--- src/rtl/iob_sync_fifo_asym.sv ---
// ---------------------------------------------------------------------------
// iob_sync_fifo_asym
//
// Single-clock FIFO with independent write and read widths. The ratio
// max(W,R)/min(W,R) must be a power of two. Storage is split into
// max(WR,RR) banks. Each bank is MINW bits wide, where MINW = min(W,R). All
// pointers and the occupancy count are in MINW units. Packing is
// little-endian: the narrow word at the lowest pointer lands in bits
// [MINW-1:0] of the wide word.
//
// Optional build macro:
//   IOB_SYNC_FIFO_ASYM_FWFT_EN - first-word-fall-through. A prefetch register
//   holds the head word, so r_data shows the head whenever empty=0 and
//   read_en pops it. level includes the prefetched word. When the macro is
//   undefined, r_data updates on the edge that accepts a read.
//
// Ports:
//   clk           clock, all state on rising edge
//   rst           asynchronous active-high reset
//   w_data        write data (W_DATA_W)
//   write_en      write request, ignored while full
//   full          a write cannot be accepted
//   almost_full   level >= AFULL_LVL
//   r_data        read data (R_DATA_W)
//   read_en       read request, ignored while empty
//   empty         a read cannot be accepted
//   almost_empty  level <= AEMPTY_LVL
//   level         occupancy in MINW words, 0..DEPTH inclusive (ADDR_W+1)
// ---------------------------------------------------------------------------

// Simple dual-port memory with synchronous write and combinational read.
// The registered read stage lives in the FIFO itself.
module iob_2p_ram #(
    parameter int DATA_W = 8,
    parameter int ADDR_W = 4
) (
    input  logic              clk,
    input  logic              w_en,
    input  logic [ADDR_W-1:0] w_addr,
    input  logic [DATA_W-1:0] w_data,
    input  logic [ADDR_W-1:0] r_addr,
    output logic [DATA_W-1:0] r_data
);
    logic [DATA_W-1:0] mem [0:(2**ADDR_W)-1];

    always_ff @(posedge clk) begin
        if (w_en) begin
            mem[w_addr] <= w_data;
        end
    end

    assign r_data = mem[r_addr];
endmodule

module iob_sync_fifo_asym #(
    parameter int W_DATA_W   = 32,
    parameter int R_DATA_W   = 8,
    parameter int ADDR_W     = 4,
    parameter int AFULL_LVL  = (2**ADDR_W) - 4,
    parameter int AEMPTY_LVL = 4
) (
    input  logic                clk,
    input  logic                rst,
    input  logic [W_DATA_W-1:0] w_data,
    input  logic                write_en,
    output logic                full,
    output logic                almost_full,
    output logic [R_DATA_W-1:0] r_data,
    input  logic                read_en,
    output logic                empty,
    output logic                almost_empty,
    output logic [ADDR_W:0]     level
);
    localparam int MINW   = (W_DATA_W < R_DATA_W) ? W_DATA_W : R_DATA_W;
    localparam int MAXW   = (W_DATA_W > R_DATA_W) ? W_DATA_W : R_DATA_W;
    localparam int WR     = W_DATA_W / MINW;
    localparam int RR     = R_DATA_W / MINW;
    localparam int NB     = MAXW / MINW;
    localparam int BANK_W = $clog2(NB);
    localparam int ROW_W  = ADDR_W - BANK_W;
    localparam int DEPTH  = 2**ADDR_W;

    // Two bits wider than the pointers, so level + WR cannot overflow
    // before the compare.
    localparam int CW = ADDR_W + 2;

    localparam logic [CW-1:0]     WR_L     = CW'(WR);
    localparam logic [CW-1:0]     RR_L     = CW'(RR);
    localparam logic [CW-1:0]     FULL_THR = CW'(DEPTH - WR);
    localparam logic [CW-1:0]     AF_THR   = CW'(AFULL_LVL);
    localparam logic [CW-1:0]     AE_THR   = CW'(AEMPTY_LVL);
    localparam logic [ADDR_W-1:0] WR_P     = ADDR_W'(WR);
    localparam logic [ADDR_W-1:0] RR_P     = ADDR_W'(RR);

    logic [ADDR_W-1:0]   wptr;
    logic [ADDR_W-1:0]   rptr;
    logic                we_i;
    logic                pop;
    logic                mem_rd;
    logic [CW-1:0]       lvl_cur;
    logic [CW-1:0]       lvl_next;
    logic [ROW_W-1:0]    w_row;
    logic [ROW_W-1:0]    r_row;
    logic [MINW-1:0]     bank_rdata [NB];
    logic [R_DATA_W-1:0] rd_word;

    assign we_i = write_en & ~full;
    assign pop  = read_en & ~empty;

    assign lvl_cur  = CW'(level);
    assign lvl_next = lvl_cur + (we_i ? WR_L : '0) - (pop ? RR_L : '0);

    // Steps are aligned, so the bank row is the pointer with its bank bits
    // dropped. A wide access covers a whole row.
    assign w_row = wptr[ADDR_W-1:BANK_W];
    assign r_row = rptr[ADDR_W-1:BANK_W];

`ifdef IOB_SYNC_FIFO_ASYM_FWFT_EN
    logic          pf_valid;
    logic [CW-1:0] mem_lvl;

    // Refill the prefetch stage whenever it is free or being popped and
    // memory holds a complete read word.
    assign mem_lvl = lvl_cur - (pf_valid ? RR_L : '0);
    assign mem_rd  = (mem_lvl >= RR_L) & (~pf_valid | pop);
`else
    assign mem_rd = pop;
`endif

    // ---------------------------------------------------------------------
    // Storage banks
    // ---------------------------------------------------------------------
    for (genvar b = 0; b < NB; b++) begin : g_bank
        logic            bank_we;
        logic [MINW-1:0] bank_wdata;

        if (NB == 1) begin : g_one
            assign bank_we    = we_i;
            assign bank_wdata = w_data;
        end else if (WR > 1) begin : g_wide_wr
            assign bank_we    = we_i;
            assign bank_wdata = w_data[b*MINW +: MINW];
        end else begin : g_narrow_wr
            assign bank_we    = we_i & (wptr[BANK_W-1:0] == BANK_W'(b));
            assign bank_wdata = w_data;
        end

        iob_2p_ram #(
            .DATA_W (MINW),
            .ADDR_W (ROW_W)
        ) u_ram (
            .clk    (clk),
            .w_en   (bank_we),
            .w_addr (w_row),
            .w_data (bank_wdata),
            .r_addr (r_row),
            .r_data (bank_rdata[b])
        );
    end

    // ---------------------------------------------------------------------
    // Read word assembly
    // ---------------------------------------------------------------------
    if (NB == 1) begin : g_rd_one
        assign rd_word = bank_rdata[0];
    end else if (RR > 1) begin : g_rd_wide
        for (genvar b = 0; b < NB; b++) begin : g_slice
            assign rd_word[b*MINW +: MINW] = bank_rdata[b];
        end
    end else begin : g_rd_narrow
        assign rd_word = bank_rdata[rptr[BANK_W-1:0]];
    end

    // ---------------------------------------------------------------------
    // Pointers, level, flags and read register
    // ---------------------------------------------------------------------
    always_ff @(posedge clk or posedge rst) begin
        if (rst) begin
            wptr         <= '0;
            rptr         <= '0;
            level        <= '0;
            r_data       <= '0;
            full         <= 1'b0;
            almost_full  <= 1'b0;
            empty        <= 1'b1;
            almost_empty <= 1'b1;
`ifdef IOB_SYNC_FIFO_ASYM_FWFT_EN
            pf_valid     <= 1'b0;
`endif
        end else begin
            level        <= lvl_next[ADDR_W:0];
            full         <= lvl_next > FULL_THR;
            almost_full  <= lvl_next >= AF_THR;
            almost_empty <= lvl_next <= AE_THR;

            if (we_i) begin
                wptr <= wptr + WR_P;
            end

            if (mem_rd) begin
                rptr   <= rptr + RR_P;
                r_data <= rd_word;
            end

`ifdef IOB_SYNC_FIFO_ASYM_FWFT_EN
            if (mem_rd) begin
                pf_valid <= 1'b1;
            end else if (pop) begin
                pf_valid <= 1'b0;
            end
            empty <= ~(mem_rd | (pf_valid & ~pop));
`else
            // A partial wide word (0 < level < RR) still reads as empty.
            empty <= lvl_next < RR_L;
`endif
        end
    end
endmodule

--- config.mk ---
export PLATFORM = sky130hd
export DESIGN_NAME = iob_sync_fifo_asym
export DESIGN_NICKNAME = d
export VERILOG_FILES = /design/src/rtl/iob_sync_fifo_asym.sv
export SDC_FILE = /design/constraint.sdc
export NUM_CORES = 1
export LEC_CHECK = 0
export CORE_MARGIN = 3
export CORE_UTILIZATION = 57
export DETAILED_ROUTE_END_ITERATION = 6
export PLACE_DENSITY = 0.8
export SLEW_MARGIN = 10
export SYNTH_ARGS = -nofsm -noshare
export SYNTH_HDL_FRONTEND = slang
export SYNTH_SLANG_ARGS = --single-unit
--- constraint.sdc ---
create_clock -name clk -period 3.1 [get_ports clk]
set_input_delay 0.93 -clock clk [delete_from_list [all_inputs] [get_ports clk]]
set_output_delay 0.93 -clock clk [all_outputs]
set_load 0.02 [all_outputs]
# After elaboration in Yosys (flattened, before gate mapping)
# Memories as Yosys holds them, arrays and structs flattened.
# Cells that the tools add are included.
[classes]
n_mux = 7
order_cmp = 5
addsub = 4
bitwise_logic = 5
[op_table]
columns = ["operator", "count"]
rows = [
  ["$bmux W8 S2", 1],
  ["$mux W8", 2],
  ["$add A5 B3 Y6", 1],
  ["$ge A6 B4 Y1 const B", 1],
  ["$gt A6 B4 Y1 const B", 1],
  ["$le A6 B3 Y1 const B", 1],
  ["$lt A6 B1 Y1 const B", 1],
  ["$sub A6 B1 Y6", 1],
  ["$add A4 B1 Y4 const B", 1],
  ["$add A4 B3 Y4 const B", 1],
  ["$ge A3 B3 Y1 const B", 1],
  ["$mux W1", 3],
  ["$mux W3", 1],
  ["$not A2 Y3", 1],
  ["$and A1 B1 Y1", 2],
  ["$not A1 Y1", 2],
]
[word_totals]
mem_bits_rw = 128
input_bits = 36
out_inout_bits = 17
mem_count = 4
word_cells = 33
register_bits = 25
[mem_list]
columns = ["memory", "depth", "width", "rd", "rd_clocked_by_memory_dff", "write_ports", "line", "text"]
rows = [
  ["g_bank[0].u_ram.mem", 4, 8, 1, 0, 1, "44", "logic [DATA_W-1:0] mem [0:(2**ADDR_W)-1];"],
  ["g_bank[1].u_ram.mem", 4, 8, 1, 0, 1, "44", ""],
  ["g_bank[2].u_ram.mem", 4, 8, 1, 0, 1, "44", ""],
  ["g_bank[3].u_ram.mem", 4, 8, 1, 0, 1, "44", ""],
]

# Depth between registers and ports, before layout
[logic_depth]
ltp_word = 6
depth_mapped = 11
ltp_nobuf = 10

# Modules after synthesis
# Synthesis repeated with hierarchy kept, for this count alone.
[hier_totals]
hier_cells = 280
area_unflattened_um2 = 6000.8
[modules_own_cells]
columns = ["mod", "area_per_inst_um2", "cells_each", "instances", "seq_area_each_um2"]
rows = [
  ["iob_2p_ram", 1188.6, 46, 4, 960.9],
  ["iob_sync_fifo_asym", 1246.2, 96, 1, 578.1],
]

# Least setup slack after synthesis
# Ideal clock, no wire load.
[synth_timing]
kind = "input -> register"
from = "input port read_en"
to = "register full"
arrival_time_ns = 2.832
required_ns = 2.971
cell_stages = 11
setup_slack_ns = 0.140
path_buffers = 1
setup_time_ns = 0.129
path_cell_list = "nor2b_1 > clkbuf_1 > ha_1 > inv_1 > ha_1 > inv_1 > fa_1 > nor2b_1 > o21ai_0 > and3_1 > a2111o_1"
[synth_between]
elab_chain_cells = 4
[synth_rtl]
columns = ["element", "line", "text"]
rows = [
  ["start: declaration", "69", "input logic read_en,"],
  ["$and A1 B1 Y1", "108", "assign pop = read_en & ~empty;"],
  ["$mux W1", "111", "assign lvl_next = lvl_cur + (we_i ? WR_L : '0) - (pop ? RR_L : '0);"],
  ["$sub A6 B1 Y6", "111", ""],
  ["$gt A6 B4 Y1", "192", "full <= lvl_next > FULL_THR;"],
  ["end signal: assignment", "192", ""],
  ["end: declaration", "66", "output logic full,"],
]
# No other way between the ends.
# A chain may end at the register's enable or synchronous reset.

# Final worst setup path
[layout_timing]
from = "input port write_en"
to = "register full"
[layout_between]
elab_chain_cells = 5
[layout_rtl]
columns = ["element", "line", "text"]
rows = [
  ["start: declaration", "65", "input logic write_en,"],
  ["$and A1 B1 Y1", "107", "assign we_i = write_en & ~full;"],
  ["$mux W3", "111", ""],
  ["$add A5 B3 Y6", "111", ""],
  ["$sub A6 B1 Y6", "111", ""],
  ["$gt A6 B4 Y1", "192", ""],
]
# No other way between the ends.

==> flow_summary.json <==
{
  "outcome": "finished clean",
  "fmax_ghz": 0.349,
  "cp.depth": 9,
  "whs_path_depth": 1,
  "synthTopCellsByCount": "edfxtp_1, mux2i_1, dfrtp_1",
  "min_period_over_period": 0.923,
  "slew_headroom": 0.522,
  "cts_sinks": 151,
  "postCtsSetupBuffers": 0,
  "post-dp-hpwl_um": 6900,
  "rr_startpoint": "empty$_DFF_PP1_",
  "setup_viol": 0,
  "antenna_left": 0,
  "post-synth-top-count-cell": "edfxtp_1",
  "seq_area_frac_synth": 0.744,
  "nets": 436,
  "hp-start": "r_data[2]$_DFFE_PP0N_",
  "h-tree-depth": 4,
  "setup_slack_ps": 238,
  "powerDensity_nw_per_um2": 962,
  "ctsHoldBuffers": 0,
  "cts-root-buf": "clkbuf_8",
  "numPortBuffers": 52,
  "diodes": 0,
  "synthArstFlopShare": 0.152,
  "whs_ps": 517,
  "hold_class": "flip-flop to flip-flop",
  "pre_cts_ws_ps": -307,
  "cp.required_ps": 3490,
  "fp-row-count": 36,
  "synth_flop_cell": "edfxtp_1",
  "crit_path_frequent_cell": "nor2b_1",
  "grt_pass1_wl_um": 17200,
  "final_cells": 534,
  "place.gp.congestion": 0.780,
  "grt_max_degree": 33,
  "path_buf_inv": 2,
  "maxCapViolations": 0,
  "rsz0062_at_grt": "false",
  "hold_viol": 0,
  "syn_area_um2": 5950,
  "cts_buffers": 17,
  "viasPerCell": 5.86,
  "finalPower_mw": 7.01,
  "period_minus_slack_ps": 2860,
  "slew_violations": 0,
  "post-place-cells": 502,
  "dieWidth_um": 108,
  "synth_fp_nets": 368,
  "initial_core_util": 0.597,
  "synth_edf_count": 128,
  "cp.arrival_ps": 3250,
  "ioPinCount": 53,
  "syn_inst": 320,
  "multi_input_area_um2": 1380,
  "ys_ff_latch": 151,
  "path_cells": "clkdlybuf4s50_1 > nor2b_1 > inv_1 > ha_1 > fa_1 > nor2b_1 > o21ai_0 > and3_1 > a2111o_1",
  "r2r-end": "full$_DFF_PP0_",
  "syn_area_per_cell_um2": 18.6,
  "dieArea_um2": 11700,
  "overflow": 0,
  "regArea_um2": 4420,
  "core_um2": 9950,
  "dr.pass1.iters": 4,
  "ys_warn_count": 0,
  "synth_top_area_share": 0.646,
  "ctsLongestPathBuffers": 2,
  "area_growth_pct": 22.5,
  "cts_tree": "done",
  "routed_wl_um": 11200,
  "regToRegSetupSlack_ps": 660,
  "worstSetupPathType": "input pin to flip-flop",
  "clock_latency_ps": 520,
  "p_leak_nw": 2.59,
  "first_global_vias": 3259,
  "startpoint_type": "input pin",
  "antenna_found_initial": 0,
  "drc_errors": 0,
  "drive_gt1_frac": 0.155,
  "wire_per_inst_um": 21.0,
  "cp_max_fo": 4,
  "path_clk_slew_ps": 60,
  "cts_resized": 0,
  "finalSetupTns_ps": 0,
  "die_y_um": 108,
  "slowest_stage": "fa_1",
  "tightest_slew_ps": 716,
  "r2r_cells": 10,
  "via_count": 3128,
  "synth_top_cell_by_area": "edfxtp_1",
  "max_stage_delay_ps": 450,
  "drt_iter0_drc": 191,
  "groute.usage.overall": 0.206,
  "holdPathEnd": "r_data[2]$_DFFE_PP0N_",
  "critPathTopFamily": "adder cells",
  "crit_path_start": "write_en",
  "synth.distinct_cells": 37,
  "ir_drop_v": 0.000541,
  "cp-end-kind": "flip-flop",
  "fill_cells": 571,
  "synthTopCellsByArea": "edfxtp_1, dfrtp_1, mux4_2",
  "skew_ps": 6.56
}
-- worst max-delay path by stage --
| stage | slack [ps] | endpoint |
|---|---|---|
| 6_report | 240 | full$_DFF_PP0_ |
| 3_5_place_dp | -310 | full$_DFF_PP0_ |
| 2_1_floorplan | 140 | full$_DFF_PP0_ |
| 5_1_grt | 60 | full$_DFF_PP0_ |
| 4_1_cts | 220 | full$_DFF_PP0_ |
| 3_3_place_gp | -180 | full$_DFF_PP0_ |
-- cell type report --
type | instances | share of cell area
tap | 133 | 0.0228
sequential | 151 | 0.607
timing repair buffer | 65 | 0.0883
clock buffer | 19 | 0.0579
clock inverter | 13 | 0.0264
inverter | 16 | 0.00824
multi-input combinational | 137 | 0.189
-- sequential cells by signal, indices dropped and copies added (netlist names) --
signal / count
empty: 1
g_bank.u_ram.mem: 128
rptr: 4
almost_empty: 1
r_data: 8
wptr: 2
full: 1
level: 5
almost_full: 1
-- metrics by stage --
stage	cell area, um^2	utilization
2_1_floorplan	5950	-
3_3_place_gp	6670	0.670
3_5_place_dp	6670	0.670
4_1_cts	7290	0.732
5_1_grt	7290	0.732
6_report	7290	0.732
-- layer usage --
layer | vias to the layer above | global-route usage | wire length (um)
li1 | 1402 | - | -
met1 | 1581 | 0.249 | 4380
met2 | 130 | 0.354 | 6000
met3 | 15 | 0.0561 | 684
met4 | 0 | 0.0830 | 161
met5 | - | 0 | 0
-- kinds of logic (layout without fill, tap and decap cells) --
family,Yosys count,after routing,synth area share
and+or+nand+nor,27,27,0.0248
AOI/OAI and AO/OA,43,43,0.0465
adders and majority gates,12,12,0.0265
DFF,151,151,0.744
buffers and inverters,32,113,0.0244
muxes,49,49,0.125
xor gates and xnor gates,6,6,0.00884
-- cells in the final DEF (no fill, tap or decap), types with 7 or more instances in the layout --
| cell type | count |
|---|---|
| edfxtp_1 | 128 |
| clkdlybuf4s50_1 | 52 |
| mux2i_1 | 28 |
| dfrtp_1 | 21 |
| mux4_2 | 16 |
| inv_1 | 16 |
| clkbuf_16 | 16 |
| ha_1 | 11 |
| buf_4 | 11 |
| o21ai_0 | 9 |
| a21oi_1 | 9 |
| nor2_1 | 8 |
| a221oi_1 | 7 |
| o22ai_1 | 7 |
| a31oi_1 | 7 |
-- worst register-to-register path, delay by kind of cell, from the launching register on --
family | cells | cell delay [ps]
buf+inv | 2 | 110
flops | 1 | 530
simple gates | 3 | 440
fa+ha+maj | 3 | 730
compound gates | 2 | 500
-- power by group --
| part | leakage [nW] | switching (mW) | total [mW] | internal [mW] |
|---|---|---|---|---|
| clock | 0.295 | 0.785 | 2.10 | 1.32 |
| sequential | 1.42 | 0.215 | 2.72 | 2.50 |
| combinational | 0.878 | 1.15 | 2.19 | 1.04 |
Note: power is estimated with default switching activity, not from simulation.
